File: config.mk
export PLATFORM = sky130hd
export DESIGN_NAME = lcd_clock_sequencer
export DESIGN_NICKNAME = d
export VERILOG_FILES = /design/src/rtl/lcd_clock_sequencer.sv
export SDC_FILE = /design/constraint.sdc
export NUM_CORES = 1
export LEC_CHECK = 0
export CAP_MARGIN = 30
export CORE_MARGIN = 1
export CORE_UTILIZATION = 64
export CTS_BUF_LIST = sky130_fd_sc_hd__clkbuf_2 sky130_fd_sc_hd__clkbuf_4 sky130_fd_sc_hd__clkbuf_8
export DETAILED_ROUTE_END_ITERATION = 6
export GPL_TIMING_DRIVEN = 0
export PLACE_DENSITY = 0.82
export REMOVE_ABC_BUFFERS = 1
export SKIP_LAST_GASP = 1
export SLEW_MARGIN = 20
export SYNTH_ARGS = -nofsm -noshare
export SYNTH_HDL_FRONTEND = slang
export SYNTH_SLANG_ARGS = --single-unit
File: constraint.sdc
create_clock -name clock -period 3.2 [get_ports clock]
set_input_delay 0.64 -clock clock [delete_from_list [all_inputs] [get_ports clock]]
set_output_delay 0.64 -clock clock [all_outputs]
set_load 0.02 [all_outputs]
File: src/rtl/lcd_clock_sequencer.sv
// Power-up/recovery sequencer for the LCD pixel-clock PLL, panel enable and backlight.
// Optional: define LCD_SEQ_LOCK_LOSS_COUNT_EN to add the saturating lock_loss_count output.
module lcd_clock_sequencer #(
  parameter int unsigned PLL_RESET_CYCLES       = 16,
  parameter int unsigned LOCK_STABLE_CYCLES     = 1024,
  parameter int unsigned LOCK_TIMEOUT_CYCLES    = 65535,
  parameter int unsigned MAX_RETRIES            = 3,
  parameter int unsigned BACKLIGHT_DELAY_CYCLES = 12000
) (
  input  logic       clock,
  input  logic       reset,
  input  logic       enable,
  input  logic       pll_locked,
  output logic       pll_resetb,
  output logic       pixel_reset,
  output logic       disp_en,
  output logic       backlight_en,
  output logic       ready,
`ifdef LCD_SEQ_LOCK_LOSS_COUNT_EN
  output logic [7:0] lock_loss_count,
`endif
  output logic       error
);

  localparam int unsigned M1    = (PLL_RESET_CYCLES > LOCK_STABLE_CYCLES) ? PLL_RESET_CYCLES : LOCK_STABLE_CYCLES;
  localparam int unsigned M2    = (M1 > LOCK_TIMEOUT_CYCLES) ? M1 : LOCK_TIMEOUT_CYCLES;
  localparam int unsigned M3    = (M2 > MAX_RETRIES) ? M2 : MAX_RETRIES;
  localparam int unsigned MAX_P = (M3 > BACKLIGHT_DELAY_CYCLES) ? M3 : BACKLIGHT_DELAY_CYCLES;
  localparam int unsigned CW    = $clog2(MAX_P) + 1;

  // A state with length N is left on the edge where its counter shows N-1.
  localparam logic [CW-1:0] PLL_LAST    = CW'(PLL_RESET_CYCLES - 1);
  localparam logic [CW-1:0] STABLE_LAST = CW'(LOCK_STABLE_CYCLES - 1);
  localparam logic [CW-1:0] TMO_LAST    = CW'(LOCK_TIMEOUT_CYCLES - 1);
  localparam logic [CW-1:0] BL_LAST     = CW'(BACKLIGHT_DELAY_CYCLES - 1);
  localparam logic [CW-1:0] RETRY_MAX   = CW'(MAX_RETRIES);

  typedef enum logic [2:0] {
    IDLE, PLL_RST, WAIT_LOCK, DISP_ON, RUN, BL_OFF, FAULT
  } state_t;

  state_t        state_q, state_d;
  logic [CW-1:0] cnt_q, cnt_d;
  logic [CW-1:0] stab_q, stab_d;
  logic [CW-1:0] retry_q, retry_d;
  logic [CW-1:0] retry_inc;
  logic          sync1_q, lock_s_q;
  logic          pll_resetb_q, pixel_reset_q, disp_en_q, backlight_en_q, ready_q, error_q;
  logic          pll_resetb_d, pixel_reset_d, disp_en_d, backlight_en_d, ready_d, error_d;

  function automatic logic [CW-1:0] sat_inc(input logic [CW-1:0] v);
    return (v == '1) ? v : v + CW'(1);
  endfunction

  always_ff @(posedge clock) begin
    if (reset) begin
      sync1_q  <= 1'b0;
      lock_s_q <= 1'b0;
    end else begin
      sync1_q  <= pll_locked;
      lock_s_q <= sync1_q;
    end
  end

  always_comb begin
    state_d   = state_q;
    retry_d   = retry_q;
    retry_inc = retry_q + CW'(1);
    case (state_q)
      IDLE: begin
        retry_d = '0;
        if (enable) state_d = PLL_RST;
      end
      PLL_RST: begin
        if (!enable)                state_d = IDLE;
        else if (cnt_q == PLL_LAST) state_d = WAIT_LOCK;
      end
      WAIT_LOCK: begin
        if (!enable) begin
          state_d = IDLE;
        end else if (lock_s_q && (stab_q == STABLE_LAST)) begin
          state_d = DISP_ON;
        end else if (cnt_q == TMO_LAST) begin
          retry_d = retry_inc;
          state_d = (retry_inc == RETRY_MAX) ? FAULT : PLL_RST;
        end
      end
      DISP_ON: begin
        if (!lock_s_q)             state_d = PLL_RST;
        else if (!enable)          state_d = IDLE;
        else if (cnt_q == BL_LAST) state_d = RUN;
      end
      RUN: begin
        if (!lock_s_q)    state_d = PLL_RST;
        else if (!enable) state_d = BL_OFF;
      end
      BL_OFF: begin
        if (cnt_q == BL_LAST) state_d = IDLE;
      end
      FAULT: begin
        if (!enable) state_d = IDLE;
      end
      default: state_d = IDLE;
    endcase

    if ((state_d == RUN) && (state_q != RUN)) retry_d = '0;

    cnt_d = (state_d != state_q) ? '0 : sat_inc(cnt_q);
    if ((state_d != state_q) || (state_q != WAIT_LOCK)) stab_d = '0;
    else if (lock_s_q)                                   stab_d = sat_inc(stab_q);
    else                                                 stab_d = '0;

    // Outputs follow the next state so they switch on the same edge as the state.
    pll_resetb_d   = (state_d == WAIT_LOCK) || (state_d == DISP_ON) ||
                     (state_d == RUN) || (state_d == BL_OFF);
    disp_en_d      = (state_d == DISP_ON) || (state_d == RUN) || (state_d == BL_OFF);
    pixel_reset_d  = !disp_en_d;
    backlight_en_d = (state_d == RUN);
    ready_d        = (state_d == RUN);
    error_d        = (state_d == FAULT);
  end

  always_ff @(posedge clock) begin
    if (reset) begin
      state_q        <= IDLE;
      cnt_q          <= '0;
      stab_q         <= '0;
      retry_q        <= '0;
      pll_resetb_q   <= 1'b0;
      pixel_reset_q  <= 1'b1;
      disp_en_q      <= 1'b0;
      backlight_en_q <= 1'b0;
      ready_q        <= 1'b0;
      error_q        <= 1'b0;
    end else begin
      state_q        <= state_d;
      cnt_q          <= cnt_d;
      stab_q         <= stab_d;
      retry_q        <= retry_d;
      pll_resetb_q   <= pll_resetb_d;
      pixel_reset_q  <= pixel_reset_d;
      disp_en_q      <= disp_en_d;
      backlight_en_q <= backlight_en_d;
      ready_q        <= ready_d;
      error_q        <= error_d;
    end
  end

  assign pll_resetb   = pll_resetb_q;
  assign pixel_reset  = pixel_reset_q;
  assign disp_en      = disp_en_q;
  assign backlight_en = backlight_en_q;
  assign ready        = ready_q;
  assign error        = error_q;

`ifdef LCD_SEQ_LOCK_LOSS_COUNT_EN
  logic [7:0] llc_q;
  logic       lost;

  assign lost = ((state_q == DISP_ON) || (state_q == RUN)) && !lock_s_q;

  always_ff @(posedge clock) begin
    if (reset)                       llc_q <= 8'd0;
    else if (lost && llc_q != 8'hFF) llc_q <= llc_q + 8'd1;
  end

  assign lock_loss_count = llc_q;
`endif

endmodule

[Word-level counts from Yosys, hierarchy flattened]
Cells that the tools add are included.
Storage, ports and cells
  bits of input ports: 4
  output and inout port bits: 6
  flip-flop bits (word level): 61
  word-level logic and storage cells: 73
Cells by class
  equality and inequality tests: 24
  reductions and logical operators: 15
  add/sub/neg operators: 3
  muxes and demuxes: 19
  bitwise logic cells: 1
Operator list (count)
  $add 17x1->17 const B: 3
  $mux 17: 3
  $mux 3: 14
  $eq 17x17->1 const B: 2
  $pmux 17 s2: 1
  $pmux 3 s7: 1
  $eq 3x3->1 const B: 6
  $eq 17x10->1 const B: 1
  $eq 17x14->1 const B: 1
  $eq 17x16->1 const B: 1
  $eq 17x2->1 const B: 1
  $eq 17x4->1 const B: 1
  $eq 3x2->1 const B: 4
  $logic_or 1x1->1: 6
  $ne 2x2->1 const B: 3
  $reduce_and 4->1: 1
  $reduce_or 2->1: 2
  $eq 3x1->1 const B: 1
  $logic_not 3->1: 1
  $ne 3x2->1 const B: 1
  $ne 3x3->1: 1
  $ne 3x3->1 const B: 1
  $reduce_or 3->1: 1
  $logic_and 1x1->1: 2
  3 further kinds: 3

[Longest topological paths before layout]
Gate-level depths: netlist of run 1.
  depth in word-level cells: 11
  depth in mapped cells: 13

[Worst setup path before layout of run 1]
No wires, ideal clock.
  path kind: flip-flop to flip-flop
  start point: reg retry_q[1]
  end point: reg pixel_reset_q (netlist: pixel_reset)
  slack: 0.452 ns
  arrival: 2.614 ns
  period minus slack after synthesis: 2.748 ns
  required time: 3.066 ns
  library setup time: 0.134 ns
  cell stages (with the launch flop): 9
  cells stage by stage: dfxtp_1 > ha_1 > nand3_1 > nor4_2 > mux2i_1 > nand2_1 > and4b_1 > clkbuf_2 > or4b_1
Between the ends
  cells in the longest elaborated chain, start to end: 11
Ends and longest elaborated chain
  start, declared: line 45  | logic [CW-1:0] retry_q, retry_d;
  start signal, assigned: line 139  | retry_q <= retry_d;
  $add 17x1->17 *: line 68  | retry_inc = retry_q + CW'(1);
  $eq 17x2->1 *: line 85  | state_d = (retry_inc == RETRY_MAX) ? FAULT : PLL_RST;
  $mux 3 *: line 85
  $mux 3 *: line 83  | end else if (cnt_q == TMO_LAST) begin
  $mux 3 *: line 81  | end else if (lock_s_q && (stab_q == STABLE_LAST)) begin
  $mux 3 *: line 79  | if (!enable) begin
  $pmux 3 s7 *: line 69  | case (state_q)
  $eq 3x2->1 or $eq 3x3->1 (tied branches): line 116  | disp_en_d = (state_d == DISP_ON) || (state_d == RUN) || (state_d == BL_OFF);
  $logic_or 1x1->1: line 116
  $logic_or 1x1->1 *: line 116
  $logic_not 1->1 *: line 117  | pixel_reset_d = !disp_en_d;
  end signal, assigned: line 141  | pixel_reset_q <= pixel_reset_d;
  end, declared: line 48  | logic pll_resetb_q, pixel_reset_q, disp_en_q, backlight_en_q, ready_q, error_q;
Mark *: on every way between the ends. The rest lies on a longest branch, timed or not.
A chain may end at the register's enable or synchronous reset.

[Worst setup path after layout of run 1]
  start point: reg retry_q[0]
  end point: reg pixel_reset_q (netlist: pixel_reset)
The elaborated chain is that of the path after synthesis.

==> impl_results.md, run 1 <==
- CP Capture Type: register
- Slowest cell on crit path: or4b_1
- Iter 0 DRT Violations: 148
- Worst EP arrival: 3.28 ns
- Sw frac: 21.4%
- CP Class: reg -> reg
- Gr ovfl total: 0
- Mapped Area: 3500 µm²
- Drc violations: 0
- Die X: 75.9 µm
- Worst skew pair latency: 0.34 ns
- CTS H-Tree Depth: 3
- Initial Utilization: 67.6%
- FFs w/ async S/R, synth: 0%
- Layout area overhead: 9.55%
- Sequential fraction of design power: 51.8%
- Syn. warnings: 0
- Worst path buffer plus inverter count: 0
- Total wire length: 7.71 mm
- Final min period: 3.07 ns
- Syn Inst Count: 435
- CTS tree: yes
- Max VDD drop: 0.000289 V
- Initial antenna violation count: 0
- CP peak stage delay: 0.55 ns
- Syn_area_per_cell: 8.04 µm²
- Power Density: 388 nW/µm²
- Leak Pwr: 1.22 nW
- Vias/cell: 6.32
- Maximum root-to-sink buffer count: 2
- Setup_tns: 0 ns
- CP max FO: 19
- Row Count: 26
- GR Util All Layers: 28.4%
- Final Core Density: 74.1%
- Sink Count: 61
- DPL Wire Length: 5.23 mm
- Antenna viol nets, final: 0
- Placer Congestion: 0.862
- Die area: 5760 µm²
- Logic pwr share: 3.1%
- Delay-heaviest family, CP: simple AND/OR/NAND/NOR gates
- HP Class: reg -> reg
- Rel. slew slack: 37.8%
- Commonest cells after routing, fill and taps aside: dfxtp_1, nor2_1, nor3_1, nand3_1, a21oi_1
- Post-synthesis cell type count: 55
- Worst EP required: 3.41 ns
- Clock share of power: 45.1%
- Area leader, netlist: dfxtp_1
- Period utilisation layout: 95.8%
- Vert. Die Dim: 75.9 µm
- Startpoint Class: register
- Slew Viols, Final: 0
- Least-Margin Pin Slew: 0.914 ns
- P_sw: 0.000318 W
- Outcome: complete, no violations
- Final Setup Violations: 0
- N_diodes: 0
- Synth area leaders: dfxtp_1, xor2_1, nor2_1
- Post-layout net count: 443
- Largest net degree at the start of global routing: 20
- Core area: 5170 µm²
- Synth Flop Type: dfxtp_1
- Register area share after synthesis: 34.9%
- Via count: 3198
- Clock Skew: 0.00598 ns
- Share of layout cells above drive strength 1: 8.49%
- Final Hold Slack: 0.443 ns
- IO Count: 10
- Clk pin slew, worst setup/hold paths: 0.06 ns
- First-pass GRT wire length: 13.2 mm
- I/O Buffers: 9
- Final Hold Vio Count: 0
- Fmax: 326 MHz
- Commonest non-fill, non-tap cell in the layout: dfxtp_1
- Int Pwr: 0.00117 W
- Crit path cell chain: ha_1 -> nand3_2 -> nor4_4 -> mux2i_1 -> nand2_1 -> and4b_2 -> or4b_1
- First-pass DRT Iterations: 5
- Number of global-route vias before repair: 2863
- Synthesized flop and latch total: 61
- # fillers: 395
- Max_cap viols: 0
- TritonCTS Buffers: 9
- Root buffer cell: clkbuf_8
- Share of the synthesized area in the top cell type: 34.9%
- Drt wl/cell: 15.2 µm
- Number of flops mapped to enable cells by yosys: 0
## per-layer routing
layer / part of all wire, % / wire, µm / track usage [%] / up-vias
met4: 2.9 / 227 / 13.7 / 0
met5: 0 / 0 / 0 / -
li1: - / - / - / 1601
met2: 48 / 3700 / 45.4 / 88
met1: 44 / 3420 / 36.3 / 1491
met3: 4.6 / 357 / 6.39 / 18
## synth_stat cells (all sizes together), types with 2 or more instances
cell	n
dfxtp	61
nor2	42
nor3	31
nand3	27
a21oi	26
nand2	23
nor4	23
clkbuf	20
xor2	20
o21ai	18
nand4	14
or3	13
xnor2	12
inv	9
mux2i	8
nor2b	8
buf	7
ha	7
or4	6
and2	5
nor4b	5
a31oi	4
and3	4
nand4b	4
o311ai	4
nand2b	3
or3b	3
a211o	2
a211oi	2
a41oi	2
and4	2
nor3b	2
o21a	2
or2	2
## stage by stage
step	std cells	cell area, µm²	setup slack [ns]	total power [W]
after detailed placement	489	3580	-0.181	0.000831
after floorplan	408	3380	0.336	0.000812
after CTS	504	3780	0.00778	0.00149
final	506	3830	0.133	0.00149
after global placement	487	3560	-0.395	0.000828
after global routing	506	3830	-0.0118	0.00153
## worst register-to-register path, stage by stage, from the launching register on
cell     delay [ns]
dfxtp_1        0.47
ha_1           0.31
nand3_2        0.24
nor4_4         0.36
mux2i_1        0.36
nand2_1        0.24
and4b_2        0.41
or4b_1         0.55
## power by group through the flow
stage / sequential (W) / combinational [W] / clock (W)
final: 0.000769 / 0.0000462 / 0.000671
after global routing: 0.000770 / 0.0000506 / 0.000714
after CTS: 0.000769 / 0.0000455 / 0.000677
after detailed placement: 0.000786 / 0.0000452 / 0
after global placement: 0.000786 / 0.0000420 / 0
after floorplan: 0.000785 / 0.0000279 / 0
## sequential cells by signal, summed over array words and instances, names as in the netlist
signal       flops
disp_en          1
sync1_q          1
state_q          3
ready            1
pll_resetb       1
stab_q          17
lock_s_q         1
retry_q         17
pixel_reset      1
cnt_q           17
error            1
## kinds of logic (layout without fill, tap and decap cells)
logic type / count (synthesis) / after routing / synth area share [%]
xor gates and xnor gates: 32 / 32 / 8.01
buffers and inverters: 36 / 37 / 4.29
muxes: 8 / 8 / 2.29
and+or+nand+nor: 221 / 221 / 34.8
adders and majority gates: 7 / 7 / 2.50
DFF: 61 / 61 / 34.9
AOI/OAI and AO/OA: 70 / 70 / 13.2
## area by class of cell
| cell class | instances | area [µm²] | area share [%] |
|---|---|---|---|
| Multi-Input combinational cell | 338 | 2180 | 57.0 |
| Clock buffer | 13 | 154 | 4.02 |
| Timing Repair Buffer | 13 | 118 | 3.07 |
| Clock inverter | 2 | 35.0 | 0.914 |
| Inverter | 9 | 33.8 | 0.882 |
| Tap cell | 70 | 87.6 | 2.29 |
| Sequential cell | 61 | 1220 | 31.9 |
## path summary, 6_finish.rpt
path                               endpoint  slack [ns]        from  cells after the start
worst max-delay path            pixel_reset        0.13  retry_q[0]                      7
worst min-delay path               lock_s_q        0.44     sync1_q                      1
worst max register to register  pixel_reset        0.13  retry_q[0]                      7
worst min register to register     lock_s_q        0.44     sync1_q                      1
## what timing repair did
action                     in CTS  in global routing
hold buffers                    0                  0
buffers inserted                0                  1
gates resized for setup         2                  5
pin swaps                       0                  1
setup endpoints to repair      11                 36
(Power assumes the default switching activity.)
==> run 2: changes to the inputs <==
--- a/config.mk
+++ b/config.mk
@@ -10,7 +10,6 @@
 export CORE_UTILIZATION = 64
 export CTS_BUF_LIST = sky130_fd_sc_hd__clkbuf_2 sky130_fd_sc_hd__clkbuf_4 sky130_fd_sc_hd__clkbuf_8
 export DETAILED_ROUTE_END_ITERATION = 6
-export GPL_TIMING_DRIVEN = 0
 export PLACE_DENSITY = 0.82
 export REMOVE_ABC_BUFFERS = 1
 export SKIP_LAST_GASP = 1
==> impl_results.md, run 2 (synthesis results as in run 1) <==
- Outcome: complete, no violations (unchanged)
- N_diodes: 0 (unchanged)
- Die X: 75.9 µm (unchanged)
- Period utilisation layout: 89.1% (was 95.8%)
- Power Density: 410 nW/µm² (was 388 nW/µm²)
- Max_cap viols: 0 (unchanged)
- Core area: 5170 µm² (unchanged)
- Commonest cells after routing, fill and taps aside: dfxtp_1, nor2_1, nor3_1, nand3_1, a21oi_1 (unchanged)
- CTS H-Tree Depth: 3 (unchanged)
- R2R setup slack: 0.35 ns (was 0.13 ns)
- Post-layout net count: 450 (was 443)
- IO Count: 10 (unchanged)
- Final Setup Violations: 0 (unchanged)
- Setup_tns: 0 ns (unchanged)
- Worst skew pair latency: 0.34 ns (about the same)
- Drt wl/cell: 15.2 µm (about the same)
- Largest registers: cnt_q (17), retry_q (17), stab_q (17) (unchanged)
- Post-Layout Cell Count: 513 (was 506)
- Root buffer cell: clkbuf_8 (unchanged)
- P_sw: 0.000338 W (was 0.000318 W)
- Layout area overhead: 10.4% (was 9.55%)
- Antenna viol nets, final: 0 (unchanged)
- Slowest cell on crit path: or4b_1 (unchanged)
- Max VDD drop: 0.000302 V (was 0.000289 V)
- Int Pwr: 0.00124 W (was 0.00117 W)
- I/O Buffers: 9 (unchanged)
- Maximum root-to-sink buffer count: 2 (unchanged)
- Worst EP arrival: 3.06 ns (was 3.28 ns)
- TritonCTS Buffers: 9 (unchanged)
- Delay-heaviest family, CP: simple AND/OR/NAND/NOR gates (unchanged)
- Row Count: 26 (unchanged)
- Vert. Die Dim: 75.9 µm (unchanged)
- Rel. slew slack: 41.6% (was 37.8%)
- HP Class: reg -> reg (unchanged)
- Clock share of power: 48.4% (was 45.1%)
- CP peak stage delay: 0.53 ns (was 0.55 ns)
- Slew Viols, Final: 0 (unchanged)
- Fmax: 351 MHz (was 326 MHz)
- CP Capture Type: register (unchanged)
- Worst path buffer plus inverter count: 0 (unchanged)
- Clk pin slew, worst setup/hold paths: 0.07 ns (was 0.06 ns)
- Via count: 3217 (was 3198)
- Final min period: 2.85 ns (was 3.07 ns)
- DP Cell Count: 498 (was 489)
- Iter 0 DRT Violations: 205 (was 148)
- Largest net degree at the start of global routing: 20 (unchanged)
- GR Util All Layers: 29.1% (was 28.4%)
- HP Start: sync1_q (unchanged)
- Worst Setup Slack, final: 0.350 ns (was 0.133 ns)
- Sequential fraction of design power: 48.7% (was 51.8%)
- # hold bufs at CTS: 0 (unchanged)
- RSZ-0062 raised after global routing: no
- Final Hold Vio Count: 0 (unchanged)
- Initial antenna violation count: 0 (unchanged)
- CTS tree: yes (unchanged)
- Startpoint Class: register (unchanged)
- # fillers: 392 (was 395)
- Worst EP required: 3.41 ns (about the same)
- First-pass GRT wire length: 13.8 mm (was 13.2 mm)
- Logic pwr share: 2.9% (was 3.1%)
- Worst Setup SP: retry_q[0] (unchanged)
- Share of layout cells above drive strength 1: 8.80% (was 8.49%)
- Initial Utilization: 67.6% (unchanged)
- Sink Count: 61 (unchanged)
- Sw frac: 21.4% (about the same)
- Setup WS pre-CTS: 0.195 ns (was -0.181 ns)
- Number of global-route vias before repair: 3088 (was 2863)
- Clock Skew: 0.0121 ns (was 0.00598 ns)
- Least-Margin Pin Slew: 0.873 ns (was 0.914 ns)
- CP Class: reg -> reg (unchanged)
- DPL Wire Length: 5.20 mm (was 5.23 mm)
- Final Hold Slack: 0.437 ns (was 0.443 ns)
- Placer Congestion: 0.850 (was 0.862)
- Vias/cell: 6.27 (was 6.32)
- CP max FO: 19 (unchanged)
- Die area: 5760 µm² (unchanged)
- Drc violations: 0 (unchanged)
- Commonest non-fill, non-tap cell in the layout: dfxtp_1 (unchanged)
- First-pass DRT Iterations: 5 (unchanged)
- Leak Pwr: 1.24 nW (was 1.22 nW)
- Gr ovfl total: 0 (unchanged)
- Crit path cell chain: ha_1 -> nand3_1 -> nor4_2 -> mux2i_1 -> nand2_1 -> and4b_2 -> or4b_1 (was ha_1 -> nand3_2 -> nor4_4 -> mux2i_1 -> nand2_1 -> and4b_2 -> or4b_1)
- Total wire length: 7.82 mm (was 7.71 mm)
- RR Startpoint: retry_q[0] (unchanged)
-- run 2: cell count changes in the layout (fill, tap and decap cells not counted), sizes merged --
cell and delta:
buf +8, clkbuf -3, bufinv +1, clkinvlp +1
-- run 2: worst reg2reg max path, delay by kind of cell, from the launching register on --
kind,cells,cell delay (ns)
mux,1,0.32
simple gates,5,1.68
fa+ha+maj,1,0.28
flops,1,0.46
-- run 2: layer usage --
layer | GRT usage, % | wire length (µm) | vias to the layer above
met3 | 7.71 | 352 | 14
met5 | 0 | 0 | -
met1 | 34.6 | 3460 | 1522
met4 | 9.81 | 102 | 0
li1 | - | - | 1616
met2 | 50.6 | 3910 | 65
-- run 2: metrics by stage --
step / power (W) / instance area (µm²) / util (%)
finish: 0.00158 / 3860 / 74.6
global route: 0.00163 / 3860 / 74.6
CTS: 0.00159 / 3860 / 74.6
detailed placement: 0.000832 / 3640 / 70.4
global placement: 0.000830 / 3640 / 70.4
floorplan: 0.000812 / 3380 / -
-- run 2: power groups by stage --
stage	logic [W]	clock network, W	registers, W
3_5_place_dp	0.0000457	0	0.000786
6_report	0.0000457	0.000766	0.000769
2_1_floorplan	0.0000279	0	0.000785
3_3_place_gp	0.0000443	0	0.000786
5_1_grt	0.0000514	0.000809	0.000770
4_1_cts	0.0000457	0.000776	0.000769
-- run 2: worst paths after layout --
path,endpoint,cells past startpoint
setup / recovery,pixel_reset,7
hold / removal,lock_s_q,1
setup reg to reg,pixel_reset,7
hold reg to reg,lock_s_q,1
-- run 2: layout make-up --
class | instances | area (µm²) | area share (%)
Clock buffer | 11 | 145 | 3.76
Clock inverter | 4 | 72.6 | 1.88
Inverter | 9 | 33.8 | 0.875
Multi-Input combinational cell | 338 | 2130 | 55.1
Sequential cell | 61 | 1220 | 31.6
Tap cell | 70 | 87.6 | 2.27
Timing Repair Buffer | 20 | 173 | 4.47
-- run 2: timing repair --
action / in CTS / in global routing
endpoints found under the setup margin: 0 / 1
resized for setup: 0 / 1
setup buffers: 0 / 0
==> run 3: changes to the inputs <==
--- a/config.mk
+++ b/config.mk
@@ -5,7 +5,6 @@
 export SDC_FILE = /design/constraint.sdc
 export NUM_CORES = 1
 export LEC_CHECK = 0
-export CAP_MARGIN = 30
 export CORE_MARGIN = 1
 export CORE_UTILIZATION = 64
 export CTS_BUF_LIST = sky130_fd_sc_hd__clkbuf_2 sky130_fd_sc_hd__clkbuf_4 sky130_fd_sc_hd__clkbuf_8
==> results of run 3 <==
Same layout as run 2: the final DEF is identical, and so are final timing and power.
